==> config.mk <==
export PLATFORM = sky130hd
export DESIGN_NAME = adder_result_collector
export DESIGN_NICKNAME = d
export VERILOG_FILES = /design/src/rtl/adder_pkg.sv /design/src/rtl/adder_res_fifo.sv /design/src/rtl/adder_result_collector.sv
export SDC_FILE = /design/constraint.sdc
export NUM_CORES = 1
export LEC_CHECK = 0
export ABC_AREA = 1
export BUFFER_PORTS_ARGS = -buffer_cell sky130_fd_sc_hd__clkbuf_2
export CORE_MARGIN = 10
export CORE_UTILIZATION = 45
export DETAILED_ROUTE_END_ITERATION = 6
export PLACE_DENSITY = 0.65
export SLEW_MARGIN = 20
export SYNTH_ARGS = -nofsm -noshare
export SYNTH_HDL_FRONTEND = slang
export SYNTH_SLANG_ARGS = --single-unit
==> constraint.sdc <==
create_clock -name clk -period 5.2 [get_ports clk]
set_clock_uncertainty 0.1 [all_clocks]
set_input_delay 0.78 -clock clk [delete_from_list [all_inputs] [get_ports clk]]
set_output_delay 0.78 -clock clk [all_outputs]
set_load 0.02 [all_outputs]
==> src/rtl/adder_pkg.sv <==
// Shared types for the 32-bit two-stage adder and its result collector.
package adder_pkg;

  localparam int SUM_W        = 32;
  localparam int OVF_W        = 2;
  localparam int OVF_SIGNED   = 1;
  localparam int OVF_UNSIGNED = 0;

  // One finished adder result as stored in the result FIFO.
  typedef struct packed {
    logic [OVF_W-1:0] ovf;
    logic [SUM_W-1:0] sum;
  } adder_res_t;

  localparam adder_res_t RES_ZERO = '{ovf: {OVF_W{1'b0}}, sum: {SUM_W{1'b0}}};

endpackage

==> src/rtl/adder_res_fifo.sv <==
// Synchronous result FIFO. Push and pop in the same cycle are both honoured,
// including at full; a push at full without a pop is discarded.
module adder_res_fifo
  import adder_pkg::*;
#(
  parameter int DEPTH = 4
) (
  input  logic                       clk,
  input  logic                       rst_n,
  input  logic                       push,
  input  adder_res_t                 push_data,
  input  logic                       pop,
  output adder_res_t                 pop_data,
  output logic                       full,
  output logic                       empty,
  output logic [$clog2(DEPTH+1)-1:0] level
);

  localparam int PTR_W = $clog2(DEPTH);
  localparam int LVL_W = $clog2(DEPTH+1);

  adder_res_t         mem_r [DEPTH];
  logic [PTR_W-1:0]   wr_ptr_r;
  logic [PTR_W-1:0]   rd_ptr_r;
  logic [LVL_W-1:0]   level_r;
  logic               full_s;
  logic               empty_s;
  logic               push_en_s;
  logic               pop_en_s;

  assign full_s  = (level_r == LVL_W'(DEPTH));
  assign empty_s = (level_r == {LVL_W{1'b0}});

  // Qualify push/pop: a full FIFO only accepts a push when it pops the same cycle.
  always_comb begin
    pop_en_s  = 1'b0;
    push_en_s = 1'b0;
    if (pop && !empty_s) begin
      pop_en_s = 1'b1;
    end else begin
      pop_en_s = 1'b0;
    end
    if (push && (!full_s || pop_en_s)) begin
      push_en_s = 1'b1;
    end else begin
      push_en_s = 1'b0;
    end
  end

  // Storage write; entries reset to zero so the head reads zero out of reset.
  always_ff @(posedge clk or negedge rst_n) begin
    if (!rst_n) begin
      for (int i = 0; i < DEPTH; i++) begin
        mem_r[i] <= RES_ZERO;
      end
    end else if (push_en_s) begin
      mem_r[wr_ptr_r] <= push_data;
    end
  end

  // Pointers wrap naturally because DEPTH is a power of two; level tracks occupancy.
  always_ff @(posedge clk or negedge rst_n) begin
    if (!rst_n) begin
      wr_ptr_r <= {PTR_W{1'b0}};
      rd_ptr_r <= {PTR_W{1'b0}};
      level_r  <= {LVL_W{1'b0}};
    end else begin
      if (push_en_s) begin
        wr_ptr_r <= wr_ptr_r + PTR_W'(1);
      end
      if (pop_en_s) begin
        rd_ptr_r <= rd_ptr_r + PTR_W'(1);
      end
      case ({push_en_s, pop_en_s})
        2'b10:   level_r <= level_r + LVL_W'(1);
        2'b01:   level_r <= level_r - LVL_W'(1);
        default: level_r <= level_r;
      endcase
    end
  end

  assign pop_data = mem_r[rd_ptr_r];
  assign full     = full_s;
  assign empty    = empty_s;
  assign level    = level_r;

endmodule

==> src/rtl/adder_result_collector.sv <==
// Tracks real operands through the two adder stages, captures each finished
// sum once into a result FIFO, counts overflows and stalls the source.
module adder_result_collector
  import adder_pkg::*;
#(
  parameter int DEPTH = 4,
  parameter int CNT_W = 16
) (
  input  logic                       clk,
  input  logic                       rst_n,
  input  logic                       issue,
  input  logic                       adder_en,
  input  logic                       adder_clear,
  input  logic [SUM_W-1:0]           sum_in,
  input  logic [OVF_W-1:0]           ovf_in,
  output logic                       res_valid,
  input  logic                       res_ready,
  output logic [SUM_W-1:0]           res_data,
  output logic [OVF_W-1:0]           res_ovf,
  output logic                       stall,
  output logic [$clog2(DEPTH+1)-1:0] level,
  output logic [CNT_W-1:0]           ovf_cnt_s,
  output logic [CNT_W-1:0]           ovf_cnt_u,
  input  logic                       cnt_clr,
  output logic                       drop_err
);

  localparam int LVL_W = $clog2(DEPTH+1);

  logic               v1_r;
  logic               v2_r;
  logic               fresh_r;
  logic [CNT_W-1:0]   cnt_s_r;
  logic [CNT_W-1:0]   cnt_u_r;
  logic               drop_err_r;

  logic               push_s;
  logic               pop_s;
  logic               full_s;
  logic               empty_s;
  logic [LVL_W-1:0]   level_s;
  logic [LVL_W:0]     stall_sum_s;
  adder_res_t         push_data_s;
  adder_res_t         head_s;

  // Saturating increment for the overflow counters.
  function automatic logic [CNT_W-1:0] sat_inc(input logic [CNT_W-1:0] v);
    if (v == {CNT_W{1'b1}}) begin
      return v;
    end else begin
      return v + {{(CNT_W-1){1'b0}}, 1'b1};
    end
  endfunction

  // Slot tags follow the adder stages; fresh marks the one cycle a sum is new.
  always_ff @(posedge clk or negedge rst_n) begin
    if (!rst_n) begin
      v1_r    <= 1'b0;
      v2_r    <= 1'b0;
      fresh_r <= 1'b0;
    end else if (adder_en) begin
      if (adder_clear) begin
        v1_r    <= 1'b0;
        v2_r    <= 1'b0;
        fresh_r <= 1'b0;
      end else begin
        v1_r    <= issue;
        v2_r    <= v1_r;
        fresh_r <= v1_r;
      end
    end else begin
      fresh_r <= 1'b0;
    end
  end

  // fresh always implies v2 (both load from v1 together and clear together),
  // so qualifying with v2 keeps the capture tied to the stage-2 tag.
  assign push_s           = fresh_r & v2_r;
  assign pop_s            = ~empty_s & res_ready;
  assign push_data_s.ovf  = ovf_in;
  assign push_data_s.sum  = sum_in;

  adder_res_fifo #(
    .DEPTH (DEPTH)
  ) u_fifo (
    .clk       (clk),
    .rst_n     (rst_n),
    .push      (push_s),
    .push_data (push_data_s),
    .pop       (pop_s),
    .pop_data  (head_s),
    .full      (full_s),
    .empty     (empty_s),
    .level     (level_s)
  );

  // Stall budget: stored results plus both in-flight tags must fit; pops are not credited.
  always_comb begin
    stall_sum_s = {1'b0, level_s} + {{LVL_W{1'b0}}, fresh_r} + {{LVL_W{1'b0}}, v1_r};
    if (stall_sum_s > (LVL_W+1)'(DEPTH)) begin
      stall = 1'b1;
    end else begin
      stall = 1'b0;
    end
  end

  // Overflow counters count every captured result, even one that is dropped; clear wins.
  always_ff @(posedge clk or negedge rst_n) begin
    if (!rst_n) begin
      cnt_s_r <= {CNT_W{1'b0}};
      cnt_u_r <= {CNT_W{1'b0}};
    end else if (cnt_clr) begin
      cnt_s_r <= {CNT_W{1'b0}};
      cnt_u_r <= {CNT_W{1'b0}};
    end else if (push_s) begin
      if (ovf_in[OVF_SIGNED]) begin
        cnt_s_r <= sat_inc(cnt_s_r);
      end
      if (ovf_in[OVF_UNSIGNED]) begin
        cnt_u_r <= sat_inc(cnt_u_r);
      end
    end
  end

  // Sticky flag for a result lost because the FIFO was full and not popping.
  always_ff @(posedge clk or negedge rst_n) begin
    if (!rst_n) begin
      drop_err_r <= 1'b0;
    end else if (cnt_clr) begin
      drop_err_r <= 1'b0;
    end else if (push_s && full_s && !pop_s) begin
      drop_err_r <= 1'b1;
    end
  end

  assign res_valid = ~empty_s;
  assign res_data  = head_s.sum;
  assign res_ovf   = head_s.ovf;
  assign level     = level_s;
  assign ovf_cnt_s = cnt_s_r;
  assign ovf_cnt_u = cnt_u_r;
  assign drop_err  = drop_err_r;

endmodule

# Word level (Yosys, flattened, before mapping)
# Index checks and enable logic that the tools add are counted.
[word_totals]
reg_bits = 179
inputBits = 41
out_inout_bits = 72
word_cells = 81
[op_classes]
add_sub_neg = 8
n_lt_le_gt_ge = 4
eq_ne = 7
mux = 23
n_bitwise = 5
reduce_logical = 17
[ops]
columns = ["cell", "n"]
rows = [
  ["$bwmux 136", 1],
  ["$mux 16", 8],
  ["$mux 34", 3],
  ["$bmux 34 s2", 1],
  ["$demux 34 s2", 1],
  ["$add 16x1->16 const B", 2],
  ["$eq 16x16->1 const B", 2],
  ["$reduce_bool 2->1", 5],
  ["$mux 1", 8],
  ["$ge 3x3->1 const B", 2],
  ["$not 2->3", 2],
  ["$pmux 3 s2", 1],
  ["$reduce_and 3->1", 2],
  ["$logic_and 1x1->1", 5],
  ["$add 2x1->2 const B", 2],
  ["$add 3x1->4", 1],
  ["$add 4x1->4", 1],
  ["$gt 4x3->1 const B", 1],
  ["$ne 2x2->1 const B", 2],
  ["$add 3x1->3 const B", 1],
  ["$eq 3x3->1 const B", 1],
  ["$logic_not 1->1", 3],
  ["$logic_not 3->1", 1],
  ["$lt 3x1->1 const B", 1],
  ["6 further kinds", 7],
]

# Longest topological paths before layout
# Gate-level depths: netlist of run 1.
[depth]
depth_word = 10
depth_mapped = 11
ltp_nobuf = 9

# Modules after synthesis
# Synthesis of run 1 repeated with hierarchy kept, for this count alone.
[hier_totals]
hier_cells = 1177
hier_area_um2 = 9356.5
[modules_own_cells]
columns = ["module", "n_inst", "cells_per_inst", "area_each_um2", "seq_area_each_um2"]
rows = [
  ["adder_res_fifo", 1, 847, 7049.3, 3578.4],
  ["adder_result_collector", 1, 330, 2307.2, 900.9],
]

# Least setup slack after synthesis of run 1
# OpenSTA, ideal clock, no wires.
[synth_timing]
path_kind = "reg-to-output"
start = "register u_fifo.level_r[0], in the netlist u_fifo.level[0]"
end = "output stall"
arrival_time_ns = 1.708
t_required_ns = 4.320
setup_slack_ns = 2.612
stages_incl_launch_ff = 4
path_buffers = 0
cell_sequence = "dfrtp_1 > inv_1 > fa_1 > o32ai_1"
[synth_between]
elab_chain_len = 4
[synth_lines]
columns = ["element", "line_no", "rtl"]
rows = [
  ["start: declaration", "adder_res_fifo.sv:25", "logic [LVL_W-1:0] level_r;"],
  ["start signal: assignment", "adder_res_fifo.sv:66", "level_r <= {LVL_W{1'b0}};"],
  ["start signal: assignment", "adder_res_fifo.sv:75", "2'b10: level_r <= level_r + LVL_W'(1);"],
  ["start signal: assignment", "adder_res_fifo.sv:76", "2'b01: level_r <= level_r - LVL_W'(1);"],
  ["$add 3x1->4", "adder_result_collector.sv:99", "stall_sum_s = {1'b0, level_s} + {{LVL_W{1'b0}}, fresh_r} + {{LVL_W{1'b0}}, v1_r};"],
  ["$add 4x1->4", "adder_result_collector.sv:99", ""],
  ["$gt 4x3->1", "adder_result_collector.sv:100", "if (stall_sum_s > (LVL_W+1)'(DEPTH)) begin"],
  ["$mux 1", "adder_result_collector.sv:100", ""],
  ["end: declaration", "adder_result_collector.sv:20", "output logic stall,"],
]
# Every way passes these cells.

# Final worst setup path of run 1
[layout_timing]
start = "register u_fifo.rd_ptr_r[0]"
end = "output res_data[29]"
[layout_between]
elab_chain_len = 4
[layout_lines]
columns = ["element", "line_no", "rtl"]
rows = [
  ["start: declaration", "adder_res_fifo.sv:24", "logic [PTR_W-1:0] rd_ptr_r;"],
  ["start signal: assignment", "adder_res_fifo.sv:65", "rd_ptr_r <= {PTR_W{1'b0}};"],
  ["start signal: assignment", "adder_res_fifo.sv:72", "rd_ptr_r <= rd_ptr_r + PTR_W'(1);"],
  ["$not 2->3 (implied by the code)", "adder_res_fifo.sv:82", "assign pop_data = mem_r[rd_ptr_r];"],
  ["$bmux 34 s2", "adder_res_fifo.sv:82", ""],
  ["$mux 34 (implied by the code) (2 in a row)", "adder_res_fifo.sv:82", ""],
  ["end: declaration", "adder_result_collector.sv:18", "output logic [SUM_W-1:0] res_data,"],
]
# Every way passes these cells. The select of a mux whose other input is x is not followed.

==> results.yml, run 1 <==
outcome:
  status: "finished clean"
cells_and_area:
  fillCellCount: 1900
  regArea_sq_mm: 0.00448
  area_delta_synth_final_pct: 13.8
  fin_nets: 1258
  postLayoutCellArea_sq_mm: 0.0103
  multi_input_area_sq_mm: 0.00406
  antenna_cells: 0
  drive_above_1_share: 0.160
  utilization: 0.524
floorplanning:
  dieArea_sq_mm: 0.0261
  rows: 51
  core_area_sq_mm: 0.0196
  die_w_microns: 162
  ioPinCount: 113
  die_h_microns: 162
  initial_core_util: 0.460
routing:
  firstDrtPassIters: 5
  routedWlPerCell_microns: 15.8
  vias_per_cell: 5.28
  drtAntennaViolNets: 0
  drt_iter0_markers: 620
  drt-total-wl_mm: 23.5
  route.detailed.drc: 0
  vias: 7848
flow_run:
  drv_cap: 0
critical_path:
  critPathLaunchType: "register"
  path_class: "reg2out"
  end_kind: "output port"
  cp_max_fo: 71
  arrival_ns: 3.08
  required_ns: 4.32
placed_design:
  port_buffers: 112
  place_hpwl_mm: 14.6
  place_area_sq_mm: 0.00965
  gp_congestion: 0.821
hold_path:
  hold_class: "in2async"
global_route:
  grt_use_total: 0.183
  grt_max_degree: 92
  gr-total-overflow: 0
  antenna_found_initial: 0
  grt_pass1_wl_mm: 39.9
  grt_pass1_vias: 7674
cts:
  post_cts_buffers: 0
  ctsResizeCount: 0
  cts_tree: "yes"
  htreeDepth: 4
  numCtsBuffers: 17
  cts_root_buf: "clkbuf_16"
  clk_path_buf_depth: 2
  ctsHoldBuffers: 0
  clock_latency_ns: 0.43
  clk_pin_slew_ns: 0.06
  cts.sinks: 179
sta:
  min_period_ns: 3.96
  relSlewSlack: 0.283
  clock.fmax_ghz: 0.252
  grt_setup_unrepaired: "no"
  final.setup.tns_ns: 0
  tightest_slew_ns: 1.07
  post-route-period-util: 0.762
  setup_viol: 0
  finalHoldViolCount: 0
  slew_violations: 0
yosys:
  synth_fp_nets: 1187
  synth_cells: 1136
  ys_seq_area_frac: 0.497
  yosysUniqueCellTypes: 32
  synth_area_per_cell_sq_um: 7.94
  ys_warn_count: 0
  synth_seq_cells: 179
  syn_area_sq_mm: 0.00902
pwr:
  ir_worst_vdd_v: 0.000318
  power_density_mw_per_mm2: 440
  leakagePower_nw: 5.35
[metrics by stage]
step	hold slack (ns)	total power, mW	setup WS (ns)	std cells
after CTS	0.356	4.56	1.35	1485
after detailed placement	0.363	3.23	1.85	1453
after floorplan	0.342	2.67	2.61	1136
final	0.302	4.52	1.24	1485
after global routing	0.363	4.80	0.950	1485
after global placement	0.355	3.21	1.89	1453
[cell usage after synthesis (all sizes together)]
master  number  area share
o21ai      202        0.11
nand4       29       0.020
o22ai       35       0.024
nor2       123       0.064
nand3       20       0.014
o21a         9      0.0075
inv         41       0.017
xor2        10      0.0097
o32ai        1     0.00097
a21oi        3      0.0017
fa           2      0.0044
dfrtp      179        0.50
ha           8       0.011
xnor2        1     0.00097
o21bai       8      0.0067
nand3b       2      0.0017
buf         29       0.021
or2          7      0.0049
clkbuf      37       0.015
nand2      390        0.17
[power by group]
group	total (mW)	internal, mW	leakage [nW]	switching, mW
Sequential	1.62	1.52	2.45	0.109
Combinational	1.56	0.456	2.61	1.11
Clock	1.33	0.762	0.288	0.566
Total	4.52	2.73	5.35	1.78
[layout make-up]
type	instances	share of cell area
Timing Repair Buffer	118	0.0609
Inverter	41	0.0151
Tap cell	265	0.0323
Sequential cell	179	0.437
Clock buffer	18	0.0418
Multi-Input combinational cell	850	0.396
Clock inverter	14	0.0171
[flip-flops by register name, summed over array words and instances, names as in the netlist, 2 cells and up]
name	cells
ovf_cnt_s	16
ovf_cnt_u	16
u_fifo.level	3
u_fifo.mem_r	136
u_fifo.rd_ptr_r	2
u_fifo.wr_ptr_r	2
[critical path: stages (launching register included)]
cell and delay (ns):
dfrtp_2 0.34, buf_4 0.56, clkinv_2 0.90, o21ai_0 0.49, o22ai_1 0.14, clkbuf_2 0.19
[worst paths after layout]
path	from	endpoint	slack [ns]	cells after the start
setup / recovery	u_fifo.rd_ptr_r[0]	res_data[29]	1.24	5
hold reg to reg	u_fifo.mem_r[47]	u_fifo.mem_r[47]	0.37	2
hold / removal	rst_n	ovf_cnt_u[15]	0.30	1
max in group asynchronous	rst_n	u_fifo.rd_ptr_r[1]	3.73	2
min in group clk	u_fifo.mem_r[47]	u_fifo.mem_r[47]	0.37	2
setup reg to reg	u_fifo.level[1]	u_fifo.mem_r[32]	2.32	6
[cells by family (layout without fill, tap and decap cells)]
logic type	count (synthesis)	after routing	share of synthesized area
AOI/OAI and AO/OA	258	258	0.153
xor gates and xnor gates	11	11	0.0107
adders and majority gates	10	10	0.0155
buffers and inverters	107	191	0.0530
DFF	179	179	0.497
and+or+nand+nor	571	571	0.271
[layout by cell type (no fill, tap or decap)]
| cell type | instances |
|---|---|
| xnor2_1 | 1 |
| buf_6 | 1 |
| nand3_2 | 3 |
| xor2_1 | 10 |
| clkinv_4 | 2 |
| inv_1 | 36 |
| nand4_1 | 29 |
| clkbuf_2 | 111 |
| o21ai_1 | 37 |
| buf_4 | 5 |
| bufinv_16 | 3 |
| nand3_4 | 1 |
| a21oi_1 | 3 |
| o21a_1 | 9 |
| clkbuf_1 | 1 |
| nand2_4 | 1 |
| nor2_8 | 2 |
| nand2_2 | 11 |
| nor2_1 | 107 |
| buf_12 | 1 |
| o32ai_1 | 1 |
| nand3_1 | 16 |
| o22ai_1 | 35 |
| dfrtp_1 | 177 |
| inv_2 | 4 |
| nor2_2 | 5 |
| clkinvlp_4 | 3 |
| nand2_1 | 378 |
| dfrtp_2 | 2 |
| nand3b_1 | 2 |
| inv_6 | 4 |
| ha_1 | 8 |
| o21ai_0 | 165 |
| or2_2 | 7 |
| fa_1 | 2 |
| o21bai_1 | 8 |
| nor2_4 | 9 |
| clkinv_2 | 3 |
| clkbuf_16 | 17 |
[layer usage]
metal / part of all wire / routed length (microns) / GRT usage
met4: 0.013 / 315 / 0.0505
met1: 0.48 / 11300 / 0.254
met2: 0.46 / 10900 / 0.288
met3: 0.043 / 1020 / 0.0315
met5: 0 / 0 / 0
Power figures use the tool's default switching activity.
==> run 2: changes to the inputs <==
clock period = 4 ns   (was 5.2 ns; I/O delays follow)
==> results.yml, run 2 (synthesis results as in run 1) <==
floorplanning:
  initial_core_util: 0.460
  die_h_microns: 162
  core_area_sq_mm: 0.0196
  die_w_microns: 162
  rows: 51
  ioPinCount: 113
  dieArea_sq_mm: 0.0261
sta:
  final.setup.tns_ns: 0
  clock.fmax_ghz: 0.323
  tightest_slew_ns: 1.05
  slew_violations: 0
  min_period_ns: 3.09
  hold-worst-slack_ns: 0.128
  fin_ws_ns: 0.905
  finalHoldViolCount: 0
  relSlewSlack: 0.299
  setup_viol: 0
  post-route-period-util: 0.774
  grt_setup_unrepaired: "no"
critical_path:
  path_class: "reg2out"
  slowest_stage: "inv_1"
  end_kind: "output port"
  critPathLaunchType: "register"
  max_stage_delay_ns: 0.76
  path_cells: "inv_1 > buf_4 > o21ai_0 > o22ai_1 > clkbuf_2"
  arrival_ns: 2.39
  required_ns: 3.30
  cp_max_fo: 28
global_route:
  gr-total-overflow: 0
  grt_max_degree: 92
  grt_pass1_wl_mm: 40.9
  grt_pass1_vias: 7878
  antenna_found_initial: 0
  grt_use_total: 0.190
cts:
  cts_root_buf: "clkbuf_16"
  htreeDepth: 4
  clk_path_buf_depth: 2
  ctsHoldBuffers: 0
  clock_latency_ns: 0.43
  numCtsBuffers: 17
  cts_tree: "yes"
  cts.sinks: 179
  clk_pin_slew_ns: 0.06
  post_cts_buffers: 0
  ctsResizeCount: 0
hold_path:
  hold_class: "in2async"
placed_design:
  port_buffers: 112
  gp_congestion: 0.825
  place_hpwl_mm: 15.2
  place_area_sq_mm: 0.00973
  place_ws_ns: 1.40
cells_and_area:
  multi_input_area_sq_mm: 0.00406
  fillCellCount: 1933
  postLayoutCellArea_sq_mm: 0.0103
  final_common_cell: "nand2_1"
  antenna_cells: 0
  drive_above_1_share: 0.166
  final_cell_mix: "nand2_1 (378), dfrtp_1 (178), o21ai_0 (165)"
  utilization: 0.528
  area_delta_synth_final_pct: 14.7
  top_register: "u_fifo.mem_r"
  fin_nets: 1270
  largest_reg_flops: 136
  regArea_sq_mm: 0.00448
flow_run:
  drv_cap: 0
routing:
  vias_per_cell: 5.25
  drt_iter0_markers: 459
  routedWlPerCell_microns: 16.5
  route.detailed.drc: 0
  drtAntennaViolNets: 0
  firstDrtPassIters: 5
  drt-total-wl_mm: 24.7
  vias: 7864
pwr:
  power_density_mw_per_mm2: 574
  ir_worst_vdd_v: 0.000487
  leakagePower_nw: 5.40
outcome:
  status: "finished clean"
run 2: cell count changes in the layout (fill, tap and decap cells not counted), sizes merged:
cell / delta
inv: -3
clkinv: -1
buf: +12
clkbuf: +2
clkinvlp: +2
run 2: worst paths after layout:
check | startpoint | to | slack (ns) | cells after the start
min reg2reg | u_fifo.mem_r[47] | u_fifo.mem_r[47] | 0.38 | 2
max in group asynchronous | rst_n | u_fifo.mem_r[12] | 2.72 | 2
min | rst_n | u_fifo.level[0] | 0.13 | 1
min in group clk | adder_en | v1_r | 0.27 | 2
max | u_fifo.rd_ptr_r[1] | res_data[20] | 0.91 | 5
max reg2reg | u_fifo.level[1] | u_fifo.mem_r[114] | 1.57 | 7
run 2: where the power goes:
group / internal, mW / leakage, nW / switching [mW]
combinational: 0.613 / 2.66 / 1.52
clock: 1.02 / 0.285 / 0.721
sequential: 1.97 / 2.45 / 0.0972
total: 3.60 / 5.40 / 2.34
run 2: layout make-up:
class / count / area share
Clock buffer: 20 / 0.0442
Timing Repair Buffer: 130 / 0.0679
Multi-Input combinational cell: 850 / 0.393
Tap cell: 265 / 0.0321
Inverter: 41 / 0.0149
Clock inverter: 12 / 0.0150
Sequential cell: 179 / 0.433
run 2: metal layers:
metal	GRT usage	vias to the layer above	share of wire
li1	-	3891	-
met1	0.250	3756	0.46
met2	0.315	199	0.47
met3	0.0348	18	0.054
met4	0.0480	0	0.0098
met5	0	-	0
run 2: worst max-delay path, delay by kind of cell, from the launching register on:
kind            cells  cell delay (ns)
flops               1             0.37
compound gates      2             0.31
buf+inv             3             1.28
run 2: metrics by stage:
| step | power (mW) | cells |
|---|---|---|
| after floorplan | 3.47 | 1136 |
| after global placement | 4.23 | 1465 |
| after detailed placement | 4.24 | 1465 |
| after CTS | 5.98 | 1497 |
| after global routing | 6.29 | 1497 |
| final | 5.94 | 1497 |
==> run 3: changes to the inputs <==
clock period = 2.94 ns   (was 4 ns; I/O delays follow)
==> results.yml, run 3 (synthesis results as in run 1) <==
sta:
  finalHoldViolCount: 0
  slew_violations: 0
  setup_viol: 0
  tightest_slew_ns: 0.703
  relSlewSlack: 0.531
  clock.fmax_ghz: 0.379
  final.setup.tns_ns: 0
  hold-worst-slack_ns: 0.114
  min_period_ns: 2.64
  grt_setup_unrepaired: "no"
  post-route-period-util: 0.897
routing:
  drt-total-wl_mm: 25.0
  drtAntennaViolNets: 0
  vias: 7909
  firstDrtPassIters: 4
  drt_iter0_markers: 569
  route.detailed.drc: 0
  routedWlPerCell_microns: 16.6
  vias_per_cell: 5.26
pwr:
  power_density_mw_per_mm2: 771
  power.total_mw: 8.04
  ir_worst_vdd_v: 0.000489
  leakagePower_nw: 5.45
floorplanning:
  die_w_microns: 162
  die_h_microns: 162
  dieArea_sq_mm: 0.0261
  core_area_sq_mm: 0.0196
  initial_core_util: 0.460
  ioPinCount: 113
  rows: 51
cells_and_area:
  drive_above_1_share: 0.170
  final_cell_mix: "nand2_1 (378), dfrtp_1 (178), o21ai_0 (165)"
  antenna_cells: 0
  area_delta_synth_final_pct: 15.7
  postLayoutCellArea_sq_mm: 0.0104
  utilization: 0.532
  final_common_cell: "nand2_1"
  largest_reg_flops: 136
  fin_nets: 1276
  top_register: "u_fifo.mem_r"
critical_path:
  critical_path.top_delay_family: "adder cells"
  slowest_stage: "fa_1"
  required_ns: 2.40
  path_class: "reg2out"
  r2r_slack_ns: 0.76
  r2r-start: "u_fifo.level[1]"
  max_stage_delay_ns: 0.44
  crit_top_cell: "inv_1"
  cp_max_fo: 4
  rr_worst_depth: 8
  end_kind: "output port"
  critPathLaunch: "u_fifo.level[0]"
  arrival_ns: 2.10
  critPathLaunchType: "register"
  r2r-end: "u_fifo.mem_r[113]"
  cp.buffers_inverters: 3
  path_cells: "inv_1 > fa_1 > inv_1 > ha_1 > o21ai_0 > o32ai_1 > clkbuf_2"
global_route:
  grt_pass1_vias: 7740
  antenna_found_initial: 0
  grt_max_degree: 136
  grt_use_total: 0.194
  gr-total-overflow: 0
  grt_pass1_wl_mm: 41.7
hold_path:
  hold_class: "in2reg"
  holdPathEnd: "v1_r"
  hold_depth: 2
  min_from: "adder_en"
cts:
  clk_pin_slew_ns: 0.07
  post_cts_buffers: 0
  clock_latency_ns: 0.43
  ctsHoldBuffers: 1
  cts.sinks: 179
  numCtsBuffers: 17
  ctsResizeCount: 0
  cts_tree: "yes"
  htreeDepth: 4
  clk_path_buf_depth: 2
  cts_root_buf: "clkbuf_16"
placed_design:
  gp_congestion: 0.824
  port_buffers: 112
  place_area_sq_mm: 0.00983
  place_hpwl_mm: 15.8
flow_run:
  drv_cap: 0
outcome:
  status: "finished clean"
## run 3: cell types whose count changed in the layout (fill, tap and decap cells not counted)
| cell | previous run | this run |
|---|---|---|
| inv_8 | 0 | 1 |
| clkbuf_1 | 1 | 0 |
| buf_12 | 0 | 5 |
| dlygate4sd3_1 | 0 | 1 |
| inv_6 | 1 | 3 |
| bufinv_16 | 3 | 2 |
| clkinv_1 | 1 | 0 |
| inv_1 | 37 | 38 |
| clkbuf_8 | 2 | 1 |
## run 3: worst register-to-register path, delay by kind of cell (launching register included)
| family | cells | cell delay [ns] |
|---|---|---|
| buf+inv | 2 | 0.65 |
| flops | 1 | 0.44 |
| simple gates | 6 | 0.88 |
## run 3: how the worst max path moves through the flow
stage / to / cells past startpoint
4_1_cts: stall / 7
5_1_grt: stall / 7
6_report: stall / 7
2_1_floorplan: u_fifo.level[2] / 11
3_5_place_dp: stall / 7
3_3_place_gp: stall / 7
## run 3: per-layer routing
layer | vias up | GRT usage | wire length [microns]
li1 | 3906 | - | -
met1 | 3792 | 0.267 | 11900
met2 | 187 | 0.301 | 11500
met3 | 24 | 0.0358 | 1130
met4 | 0 | 0.0624 | 368
met5 | - | 0 | 0
## run 3: report_power, final
group          internal (mW)  switching [mW]  total [mW]
clock                   1.29            1.02        2.31
combinational          0.860            2.02        2.88
sequential              2.68           0.169        2.85
## run 3: area by class of cell
type	instances	area, sq um
clock buffers	18	439
clock inverters	14	154
multi-input cells	850	4060
repair buffers	136	812
well taps	265	332
flip-flops and latches	179	4480
fillers	1893	9160
inverters	41	154
## run 3: per-stage QoR
stage	worst slack (ns)	instances
2_1_floorplan	0.541	1136
3_3_place_gp	0.779	1470
3_5_place_dp	0.743	1470
4_1_cts	0.286	1503
5_1_grt	0.168	1503
6_report	0.302	1503
